[src/rtl/pixel_stream_loader_if.sv]
// pixel_stream_loader_if: AXI4-Stream pixel channel between a video source and the loader
interface pixel_stream_loader_if #(
  parameter int DATA_WIDTH = 32
);
  logic                    tvalid;
  logic                    tready;
  logic [DATA_WIDTH-1:0]   tdata;
  logic [DATA_WIDTH/8-1:0] tkeep;
  logic                    tuser;
  logic                    tlast;
  modport master (output tvalid, tdata, tkeep, tuser, tlast, input tready);
  modport slave  (input tvalid, tdata, tkeep, tuser, tlast, output tready);
endinterface

[src/rtl/pixel_stream_loader.sv]
// pixel_stream_loader: turns a row-major AXI4-Stream pixel raster into framebuffer writes
module pixel_stream_loader #(
  parameter int N_ROWS_MAX     = 64,
  parameter int N_COLS_MAX     = 256,
  parameter int DATA_WIDTH     = 32,
  parameter int CTRL_REG_WIDTH = 32,
  parameter int ADDR_WIDTH     = $clog2(N_ROWS_MAX * N_COLS_MAX)
) (
  input  logic                      S_AXIS_ACLK,
  input  logic                      S_AXIS_ARESETN,
  pixel_stream_loader_if.slave      s_axis,
  input  logic                      ctrl_en,
  input  logic [CTRL_REG_WIDTH-1:0] ctrl_n_rows,
  input  logic [CTRL_REG_WIDTH-1:0] ctrl_n_cols,
  input  logic                      i_swap_ack,
  input  logic                      i_status_clr,
  output logic                      o_we,
  output logic [ADDR_WIDTH-1:0]     o_waddr,
  output logic [DATA_WIDTH-1:0]     o_wdata,
  output logic [DATA_WIDTH/8-1:0]   o_wstrb,
  output logic                      o_frame_done,
  output logic [3:0]                o_status
);
  localparam int CW = $clog2(N_COLS_MAX) + 1;
  localparam int RW = $clog2(N_ROWS_MAX) + 1;
  typedef enum logic [1:0] {IDLE, ACTIVE, RESYNC, WAIT_SWAP} state_t;
  state_t                state, nxt;
  logic [CW-1:0]         col, n_cols, c, nc;
  logic [RW-1:0]         row, n_rows, r, nr;
  logic [ADDR_WIDTH-1:0] addr, a;
  logic acc, sof, bad, last_col, last_row, pix, short_err, long_err, ok, done, early;
  // A start-of-frame beat is evaluated as position (0,0) against the freshly presented
  // geometry, so restarts and single-column frames go through the same row checks.
  always_comb begin
    acc       = s_axis.tvalid & s_axis.tready;
    sof       = acc & ctrl_en & s_axis.tuser & (state != WAIT_SWAP);
    bad       = (ctrl_n_rows == '0) || (ctrl_n_cols == '0) ||
                (ctrl_n_rows > CTRL_REG_WIDTH'(N_ROWS_MAX)) ||
                (ctrl_n_cols > CTRL_REG_WIDTH'(N_COLS_MAX));
    c         = sof ? '0 : col;
    r         = sof ? '0 : row;
    a         = sof ? '0 : addr;
    nc        = sof ? CW'(ctrl_n_cols) : n_cols;
    nr        = sof ? RW'(ctrl_n_rows) : n_rows;
    last_col  = c == nc - CW'(1);
    last_row  = r == nr - RW'(1);
    pix       = acc & ctrl_en & (sof ? !bad : state == ACTIVE);
    short_err = pix & s_axis.tlast & !last_col;
    long_err  = pix & last_col & !s_axis.tlast;
    ok        = pix & !short_err & !long_err;
    done      = ok & last_col & last_row;
    early     = acc & ctrl_en & s_axis.tuser & (state == ACTIVE);
    nxt       = !ctrl_en               ? IDLE :
                (sof & bad)            ? IDLE :
                (short_err | long_err) ? RESYNC :
                done                   ? WAIT_SWAP :
                ok                     ? ACTIVE :
                (state == WAIT_SWAP && i_swap_ack) ? IDLE : state;
  end
  // State, counters, latched geometry, registered write port and sticky status.
  always_ff @(posedge S_AXIS_ACLK or negedge S_AXIS_ARESETN) begin
    if (!S_AXIS_ARESETN) begin
      state        <= IDLE;
      s_axis.tready <= 1'b0;
      col          <= '0;
      row          <= '0;
      addr         <= '0;
      n_cols       <= '0;
      n_rows       <= '0;
      o_we         <= 1'b0;
      o_waddr      <= '0;
      o_wdata      <= '0;
      o_wstrb      <= '0;
      o_frame_done <= 1'b0;
      o_status     <= '0;
    end else begin
      state         <= nxt;
      s_axis.tready <= ctrl_en & (nxt != WAIT_SWAP);
      o_we          <= ok;
      o_frame_done  <= done;
      o_status      <= (o_status & ~{4{i_status_clr}}) | {sof & bad, early, long_err, short_err};
      if (sof && !bad) begin
        n_cols <= nc;
        n_rows <= nr;
      end
      if (ok) begin
        o_waddr <= a;
        o_wdata <= s_axis.tdata;
        o_wstrb <= s_axis.tkeep;
        col     <= last_col ? '0 : c + CW'(1);
        row     <= done ? '0 : last_col ? r + RW'(1) : r;
        addr    <= done ? '0 : a + ADDR_WIDTH'(1);
      end
    end
  end
endmodule

[src/flat_wrapper.sv]
// flat-port wrapper written by rule: the top's interface ports become plain ports
module pixel_stream_loader_flat 
#(
  parameter int N_ROWS_MAX     = 64,
  parameter int N_COLS_MAX     = 256,
  parameter int DATA_WIDTH     = 32,
  parameter int CTRL_REG_WIDTH = 32,
  parameter int ADDR_WIDTH     = $clog2(N_ROWS_MAX * N_COLS_MAX)
)
  (S_AXIS_ACLK, S_AXIS_ARESETN, ctrl_en, ctrl_n_rows, ctrl_n_cols, i_swap_ack, i_status_clr, o_we, o_waddr, o_wdata, o_wstrb, o_frame_done, o_status, s_axis_tvalid, s_axis_tdata, s_axis_tkeep, s_axis_tuser, s_axis_tlast, s_axis_tready);
  pixel_stream_loader_if #(.DATA_WIDTH(DATA_WIDTH)) s_axis_i ();
  input  logic S_AXIS_ACLK;
  input  logic S_AXIS_ARESETN;
  input  logic ctrl_en;
  input  logic [CTRL_REG_WIDTH-1:0] ctrl_n_rows;
  input  logic [CTRL_REG_WIDTH-1:0] ctrl_n_cols;
  input  logic i_swap_ack;
  input  logic i_status_clr;
  output logic o_we;
  output logic [ADDR_WIDTH-1:0] o_waddr;
  output logic [DATA_WIDTH-1:0] o_wdata;
  output logic [DATA_WIDTH/8-1:0] o_wstrb;
  output logic o_frame_done;
  output logic [3:0] o_status;
  input wire logic [$bits(s_axis_i.tvalid)-1:0] s_axis_tvalid;
  input wire logic [$bits(s_axis_i.tdata)-1:0] s_axis_tdata;
  input wire logic [$bits(s_axis_i.tkeep)-1:0] s_axis_tkeep;
  input wire logic [$bits(s_axis_i.tuser)-1:0] s_axis_tuser;
  input wire logic [$bits(s_axis_i.tlast)-1:0] s_axis_tlast;
  output wire logic [$bits(s_axis_i.tready)-1:0] s_axis_tready;
  assign s_axis_i.tvalid = s_axis_tvalid;
  assign s_axis_i.tdata = s_axis_tdata;
  assign s_axis_i.tkeep = s_axis_tkeep;
  assign s_axis_i.tuser = s_axis_tuser;
  assign s_axis_i.tlast = s_axis_tlast;
  assign s_axis_tready = s_axis_i.tready;
  pixel_stream_loader #(.N_ROWS_MAX(N_ROWS_MAX), .N_COLS_MAX(N_COLS_MAX), .DATA_WIDTH(DATA_WIDTH), .CTRL_REG_WIDTH(CTRL_REG_WIDTH), .ADDR_WIDTH(ADDR_WIDTH)) u_core (.S_AXIS_ACLK(S_AXIS_ACLK), .S_AXIS_ARESETN(S_AXIS_ARESETN), .s_axis(s_axis_i), .ctrl_en(ctrl_en), .ctrl_n_rows(ctrl_n_rows), .ctrl_n_cols(ctrl_n_cols), .i_swap_ack(i_swap_ack), .i_status_clr(i_status_clr), .o_we(o_we), .o_waddr(o_waddr), .o_wdata(o_wdata), .o_wstrb(o_wstrb), .o_frame_done(o_frame_done), .o_status(o_status));
endmodule
[config.mk]
export PLATFORM = sky130hd
export DESIGN_NAME = pixel_stream_loader_flat
export DESIGN_NICKNAME = d
export VERILOG_FILES = /design/src/rtl/pixel_stream_loader_if.sv /design/src/rtl/pixel_stream_loader.sv /design/src/flat_wrapper.sv
export SDC_FILE = /design/constraint.sdc
export NUM_CORES = 1
export LEC_CHECK = 0
export CORE_UTILIZATION = 52
export DETAILED_ROUTE_END_ITERATION = 12
export GPL_TIMING_DRIVEN = 0
export PLACE_DENSITY = 0.9
export SLEW_MARGIN = 40
export SYNTH_ARGS = -nofsm -noshare
export SYNTH_HDL_FRONTEND = slang
export SYNTH_SLANG_ARGS = --single-unit
[constraint.sdc]
create_clock -name S_AXIS_ACLK -period 7.3 [get_ports S_AXIS_ACLK]
set_clock_uncertainty 0.1 [all_clocks]
set_input_delay 1.095 -clock S_AXIS_ACLK [delete_from_list [all_inputs] [get_ports S_AXIS_ACLK]]
set_output_delay 1.095 -clock S_AXIS_ACLK [all_outputs]
set_load 0.005 [all_outputs]
==> results of run 1 <==
[worst reg2reg max path: cells and delay by family, from the launching register on]
family / cells / cell delay (ns)
buffers and inverters: 5 / 2.20
adder cells (fa/ha/maj): 1 / 0.28
XOR/XNOR: 1 / 0.17
flip-flops: 1 / 0.41
AND/OR/NAND/NOR: 6 / 1.40
AO/OA/AOI/OAI: 2 / 0.44
multiplexers: 2 / 0.78
[through the flow]
stage	setup WS, ns	power (mW)
after floorplan	2.22	0.838
after global placement	0.440	1.05
after detailed placement	0.300	1.07
after CTS	0.702	1.46
after global routing	0.205	1.52
final	0.548	1.45
[cell families (layout without fill, tap and decap cells)]
| family | count (synthesis) | count (layout) | share of synthesized area, % |
|---|---|---|---|
| mux | 59 | 59 | 13.4 |
| flops | 105 | 105 | 45.7 |
| compound gates | 107 | 107 | 12.5 |
| buf+inv | 34 | 214 | 3.14 |
| simple gates | 201 | 201 | 19.5 |
| xor+xnor | 30 | 30 | 4.57 |
| fa+ha+maj | 5 | 5 | 1.09 |
[registers in the layout (all words and copies together) (netlist names)]
signal and count:
u_core.col 9, u_core.s_axis.tready 1, u_core.addr 14, u_core.o_frame_done 1, u_core.state 2, u_core.o_status 4
u_core.o_wdata 32, u_core.o_waddr 14, u_core.o_wstrb 4, u_core.row 7, u_core.n_rows 7, u_core.n_cols 9
u_core.o_we 1
[report_power, final]
part	switching (mW)	leakage, nW	internal, mW
sequential	0.0445	1.37	0.652
clock	0.196	0.102	0.191
combinational	0.121	1.88	0.244
[layout make-up]
class / instances / area [sq um]
tap: 140 / 175
clock inverter: 5 / 81.3
sequential: 105 / 2630
multi-input combinational: 402 / 2940
timing repair buffer: 165 / 1670
inverter: 10 / 37.5
fill: 743 / 2990
clock buffer: 10 / 128
buffer: 24 / 143
[how the worst max path moves through the flow]
stage | from | endpoint | cells past startpoint
after global routing | ctrl_en | u_core.addr[0] | 18
after floorplan | ctrl_en | u_core.o_wdata[13] | 16
after detailed placement | ctrl_en | u_core.col[2] | 18
after CTS | ctrl_en | u_core.col[2] | 18
after global placement | ctrl_en | u_core.o_waddr[6] | 18
final | ctrl_en | u_core.col[2] | 18
[cell usage after synthesis, types with 6 or more instances]
cell type  count
a21oi_1       17
nor2_1        13
buf_2          6
nand3_1       14
mux2i_1        6
dfrtp_1      105
xor2_1        13
nand2b_1       8
and3_1         8
nor4_1        24
nand2_1       58
and2_1         8
o21ai_1        8
xnor2_1       17
mux2_2        19
o21ai_0       28
nor3_1        16
or3_1          8
mux2_4        27
nand4_1       11
buf_6          6
a21o_1         6
clkbuf_1      10
inv_1          9
[metal layers]
layer  global-route usage, %  part of all wire (%)
met1                    33.0                    40
met2                    47.1                    49
met3                    6.69                   8.4
met4                    13.7                   3.5
met5                       0                     0
==> flow_summary_export.csv, run 1 <==
group,metric,value,unit
clocking,htree_levels,3,
sta,hold_viol_final,0,
synthesis,synth_top_cell_area_share,45.7,%
synthesis,netlist_area,5740,sq um
worst_setup_path,crit_chain,"clkdlybuf4s50_1 -> nand4_2 -> or2_1 -> clkbuf_1 -> buf_1 -> buf_1 -> mux2i_1 -> ha_1 -> nor3b_1 -> xnor2_1 -> nand2_1 -> o32a_1 -> nor3_1 -> mux2i_2 -> buf_2 -> clkbuf_1 -> nand2_1 -> o21ai_0",
sta,whs,0.394,ns
clocking,cts_tree,"done",
worst_setup_path,r2r-start,"u_core.s_axis.tready",
clocking,postCtsSetupBuffers,0,
sta,fin_tns_setup,0,ns
clocking,clkSlewWorstSetupHoldPaths,0.09,ns
clocking,cts_buffers,9,
global_routing,grt-ovfl-total,0,
global_routing,grt_pass1_vias,5166,
synthesis,synth.net_count,654,
worst_setup_path,critical_path_required,7.50,ns
global_routing,grt_antenna_before_repair,0,
worst_setup_path,crit_family,"buffers and inverters",
drt,via_count,5154,
layout,mostFrequentLayoutCells,"clkdlybuf4s50_1 (163), dfrtp_1 (105), nand2_1 (58), o21ai_0 (28), mux2_4 (27)",
worst_setup_path,path_buf_inv,6,
layout,area.growth.synth_to_final,35.8,%
synthesis,synth_edf_count,0,
place,portBuffers,164,
worst_setup_path,criticalPathCategory,"input port to flop",
layout,antenna_cells,0,
sta,finalSetupViolCount,0,
clocking,ctsLongestPathBuffers,2,
worst_hold_path,holdPathEnd,"u_core.o_waddr[9]",
synthesis,synth.area.top_cells,"dfrtp_1 (46%), mux2_4 (7.1%), nand2_1 (3.8%), mux2_2 (3.7%), nor4_1 (2.6%)",
floorplanning,start_util,53.2,%
sta,worstMarginPinSlew,0.612,ns
synthesis,async_flop_share,100,%
clocking,clkSinkCount,105,
layout,layout_commonest_cell,"clkdlybuf4s50_1",
synthesis,ys_seq_elements,105,
global_routing,grt_max_degree,75,
layout,final_nets,830,
layout,finalCoreUtilization,72.3,%
floorplanning,fp.dieH,107,microns
pwr,leakage,3.35,nW
synthesis,yosysSeqAreaShare,45.7,%
sta,drv_slew,0,
worst_setup_path,worstSetupStartpointType,"input port",
sta,max_freq,148,MHz
synthesis,yosysTopAreaCell,"dfrtp_1",
clocking,root_buffer,"clkbuf_8",
worst_hold_path,worstHoldStart,"u_core.o_waddr[9]",
layout,fin_cells,861,
pwr,power_density,186,nW/um^2
worst_setup_path,timing.rr.end,"u_core.col[2]",
worst_setup_path,end_kind,"flop",
global_routing,grt_usage,27.8,%
job,cap_violations,0,
outcome,outcome,"finished clean",
pwr,peakVddDrop,117,uV
worst_setup_path,slowest_delay,0.53,ns
layout,postLayoutCellArea,7800,sq um
global_routing,grt_pass1_wl,24.6,mm
place,dp_hpwl,11.7,mm
clocking,insertion_delay,0.39,ns
floorplanning,num_rows,38,
worst_setup_path,crit_fanout,10,
layout,drive_gt1_share,12.9,%
floorplanning,dieArea,11500,sq um
synthesis,yosysUniqueCellTypes,75,
worst_setup_path,cpMaxStageDelayCell,"mux2i_2",
floorplanning,chipWidth,107,microns
drt,drtAntennaViolNets,0,
worst_hold_path,hold_depth,2,
worst_setup_path,cp.arrival,6.95,ns
floorplanning,core,10800,sq um
worst_setup_path,reg2reg_slack,1.43,ns
synthesis,yosys_warnings,0,
drt,drt_iter0_drc,354,
sta,slew_headroom,59.2,%
synthesis,avgSynthCellArea,10.6,sq um
sta,fin_crit,6.75,ns
worst_hold_path,hp-class,"flop to flop",
drt,routedWlPerCell,17.9,microns
place,dpl_cell_area,7590,sq um
drt,first_pass_iters,5,
drt,wl,15.4,mm
clocking,cts_resized,0,
drt,route.detailed.drc,0,
place,dp_cells,846,
place,globalplace.congestion,0.914,
clocking,cts.hold.buffers_added,0,
floorplanning,ioPinCount,165,
worst_setup_path,worstRegToRegCells,17,
synthesis,synthFlopType,"dfrtp_1",
sta,rsz0062_at_grt,"no",
synthesis,syn_inst,541,
sta,finalCritPeriodShare,92.5,%
drt,viasPerCell,5.99,
(Power assumes the default switching activity.)
==> run 2, diff against run 1 <==
--- a/config.mk
+++ b/config.mk
@@ -6,9 +6,10 @@
 export NUM_CORES = 1
 export LEC_CHECK = 0
 export CORE_UTILIZATION = 52
+export CTS_BUF_LIST = sky130_fd_sc_hd__clkbuf_8 sky130_fd_sc_hd__clkbuf_16
 export DETAILED_ROUTE_END_ITERATION = 12
 export GPL_TIMING_DRIVEN = 0
-export PLACE_DENSITY = 0.9
+export PLACE_DENSITY = 0.89
 export SLEW_MARGIN = 40
 export SYNTH_ARGS = -nofsm -noshare
 export SYNTH_HDL_FRONTEND = slang
==> run 2 against run 1 <==
Net effect: die area unchanged; combinational power about the same; hold slack worse by 0.0050 ns; sequential power about the same; sequential cell count unchanged; worst setup slack better by 0.024 ns; first-iteration DRC count down 13%; design area down 0.51%; clock-buffer cell count up 1; highest routed layer unchanged; total power down 3.8%; fmax up 0.35%; clock power down 13%.
==> flow_summary_export.csv, run 2 (same netlist as run 1, synthesis figures left out) <==
group,metric,value,unit
layout,mostFrequentLayoutCells,"clkdlybuf4s50_1 (163), dfrtp_1 (105), nand2_1 (58), o21ai_0 (28), mux2_4 (27)",
clocking,clkSlewWorstSetupHoldPaths,0.09,ns
layout,antenna_cells,0,
drt,route.detailed.drc,0,
sta,finalCritPeriodShare,92.2,%
worst_setup_path,end_kind,"flop",
clocking,cts.hold.buffers_added,0,
worst_setup_path,cp.arrival,6.90,ns
pwr,power_density,180,nW/um^2
global_routing,grt_antenna_before_repair,0,
layout,drive_gt1_share,12.9,%
sta,fin_tns_setup,0,ns
sta,finalSetupViolCount,0,
floorplanning,core,10800,sq um
worst_setup_path,crit_chain,"clkdlybuf4s50_1 -> nand4_2 -> or2_1 -> clkbuf_1 -> buf_1 -> buf_1 -> mux2i_1 -> ha_1 -> nor3b_1 -> xnor2_1 -> nand2_1 -> o32a_1 -> nor3_1 -> mux2i_2 -> buf_2 -> clkbuf_1 -> nand2_1 -> o31ai_1",
floorplanning,chipWidth,107,microns
pwr,peakVddDrop,120,uV
pwr,power_frac_comb,26.0,%
clocking,htree_levels,3,
layout,largestRegisters,"u_core.o_wdata x32, u_core.addr x14, u_core.o_waddr x14",
layout,layout_commonest_cell,"clkdlybuf4s50_1",
worst_setup_path,criticalPathCategory,"input port to flop",
worst_setup_path,cpMaxStageDelayCell,"buf_1",
global_routing,grt_usage,27.9,%
floorplanning,num_rows,38,
layout,postLayoutCellArea,7760,sq um
clocking,cts_buffers,9,
drt,drtAntennaViolNets,0,
worst_setup_path,critical_path_depth,18,
worst_setup_path,slowest_delay,0.53,ns
layout,final_nets,830,
pwr,p_seq_share,50.0,%
layout,n_fill_cell,772,
layout,top_register,"u_core.o_wdata",
place,globalplace.congestion,0.922,
sta,hold_viol_final,0,
drt,routedWlPerCell,18.0,microns
job,cap_violations,0,
outcome,outcome,"finished clean",
sta,rsz0062_at_grt,"no",
clocking,ctsLongestPathBuffers,2,
drt,via_count,5139,
place,portBuffers,164,
worst_hold_path,worstHoldStart,"u_core.addr[13]",
worst_hold_path,hp-class,"flop to flop",
sta,slew_headroom,60.0,%
clocking,root_buffer,"clkbuf_8",
floorplanning,fp.dieH,107,microns
floorplanning,ioPinCount,165,
pwr,power.net_switching,0.360,mW
worst_setup_path,worstRegToRegCells,17,
worst_setup_path,timing.rr.end,"u_core.o_waddr[6]",
worst_hold_path,hold_depth,1,
worst_setup_path,path_buf_inv,6,
pwr,intPower,1.03,mW
place,dp_hpwl,11.8,mm
pwr,netSwitchingFraction,25.8,%
pwr,leakage,3.34,nW
global_routing,grt_max_degree,58,
global_routing,grt_pass1_wl,24.8,mm
worst_setup_path,crit_fanout,10,
worst_setup_path,r2r-start,"u_core.s_axis.tready",
drt,wl,15.5,mm
drt,first_pass_iters,5,
sta,max_freq,149,MHz
worst_setup_path,critical_path_required,7.48,ns
layout,largest_reg_flops,32,
clocking,postCtsSetupBuffers,0,
worst_hold_path,holdPathEnd,"u_core.addr[13]",
floorplanning,dieArea,11500,sq um
global_routing,grt-ovfl-total,0,
floorplanning,start_util,53.2,%
sta,worstMarginPinSlew,0.600,ns
clocking,cts_tree,"done",
drt,drt_iter0_drc,307,
global_routing,grt_pass1_vias,5230,
layout,area.growth.synth_to_final,35.1,%
sta,fin_crit,6.73,ns
clocking,clkSinkCount,105,
worst_setup_path,reg2reg_slack,1.44,ns
place,dpl_cell_area,7590,sq um
clocking,insertion_delay,0.38,ns
sta,drv_slew,0,
worst_setup_path,worstSetupStartpointType,"input port",
pwr,clock_power_share,24.0,%
clocking,cts_resized,0,
worst_setup_path,crit_family,"buffers and inverters",
drt,viasPerCell,5.98,
run 2: cell count changes in the layout (fill, tap and decap cells not counted):
cell and delta:
clkbuf_8 +2, clkbuf_1 -1, bufinv_16 -2, clkinv_2 +1, clkinv_4 -1
run 2: power groups by stage:
stage	Clock, mW	Sequential (mW)	Combinational, mW
after floorplan	0	0.707	0.131
after global placement	0	0.701	0.350
after detailed placement	0	0.709	0.362
after CTS	0.337	0.696	0.365
after global routing	0.361	0.706	0.392
final	0.335	0.697	0.363
run 2: stage by stage:
step / hold slack [ns] / instances / total power, mW / setup slack (ns) / util, %
floorplan: 0.350 / 541 / 0.838 / 2.22 / -
global placement: 0.361 / 845 / 1.05 / 0.448 / 70.1
detailed placement: 0.377 / 846 / 1.07 / 0.352 / 70.4
CTS: 0.392 / 860 / 1.40 / 0.726 / 71.9
global route: 0.405 / 860 / 1.46 / 0.166 / 71.9
finish: 0.389 / 860 / 1.39 / 0.572 / 71.9
run 2: worst register-to-register path: stages, from the launching register on:
cell	delay, ns
dfrtp_1	0.42
nand4_2	0.21
or2_1	0.23
clkbuf_1	0.46
buf_1	0.53
buf_1	0.49
mux2i_1	0.26
ha_1	0.27
nor3b_1	0.32
xnor2_1	0.17
nand2_1	0.07
o32a_1	0.35
nor3_1	0.44
mux2i_2	0.51
buf_2	0.34
clkbuf_1	0.42
nand2_1	0.10
o31ai_1	0.08
run 2: how the worst max path moves through the flow:
stage	startpoint	end	slack [ns]
2_1_floorplan	ctrl_en	u_core.o_wdata[13]	2.22
3_3_place_gp	ctrl_en	u_core.o_waddr[6]	0.45
3_5_place_dp	ctrl_en	u_core.o_waddr[6]	0.35
4_1_cts	ctrl_en	u_core.o_waddr[12]	0.73
5_1_grt	ctrl_en	u_core.o_waddr[12]	0.17
6_report	ctrl_en	u_core.o_waddr[6]	0.57
run 2: area by class of cell:
| type | count | area [sq um] | area share [%] |
|---|---|---|---|
| Buffer | 24 | 143 | 1.84 |
| Clock buffer | 11 | 151 | 1.95 |
| Clock inverter | 3 | 17.5 | 0.226 |
| Inverter | 10 | 37.5 | 0.484 |
| Multi-Input combinational cell | 402 | 2940 | 37.8 |
| Sequential cell | 105 | 2630 | 33.8 |
| Tap cell | 140 | 175 | 2.26 |
| Timing Repair Buffer | 165 | 1670 | 21.6 |
run 2: per-layer routing:
layer,global-route usage (%),share of wire [%],up-vias,wire length (microns)
li1,-,-,2351,-
met1,31.7,40,2484,6200
met2,49.9,50,266,7750
met3,4.62,6.9,38,1080
met4,14.8,3.1,0,473
met5,0,0,-,0
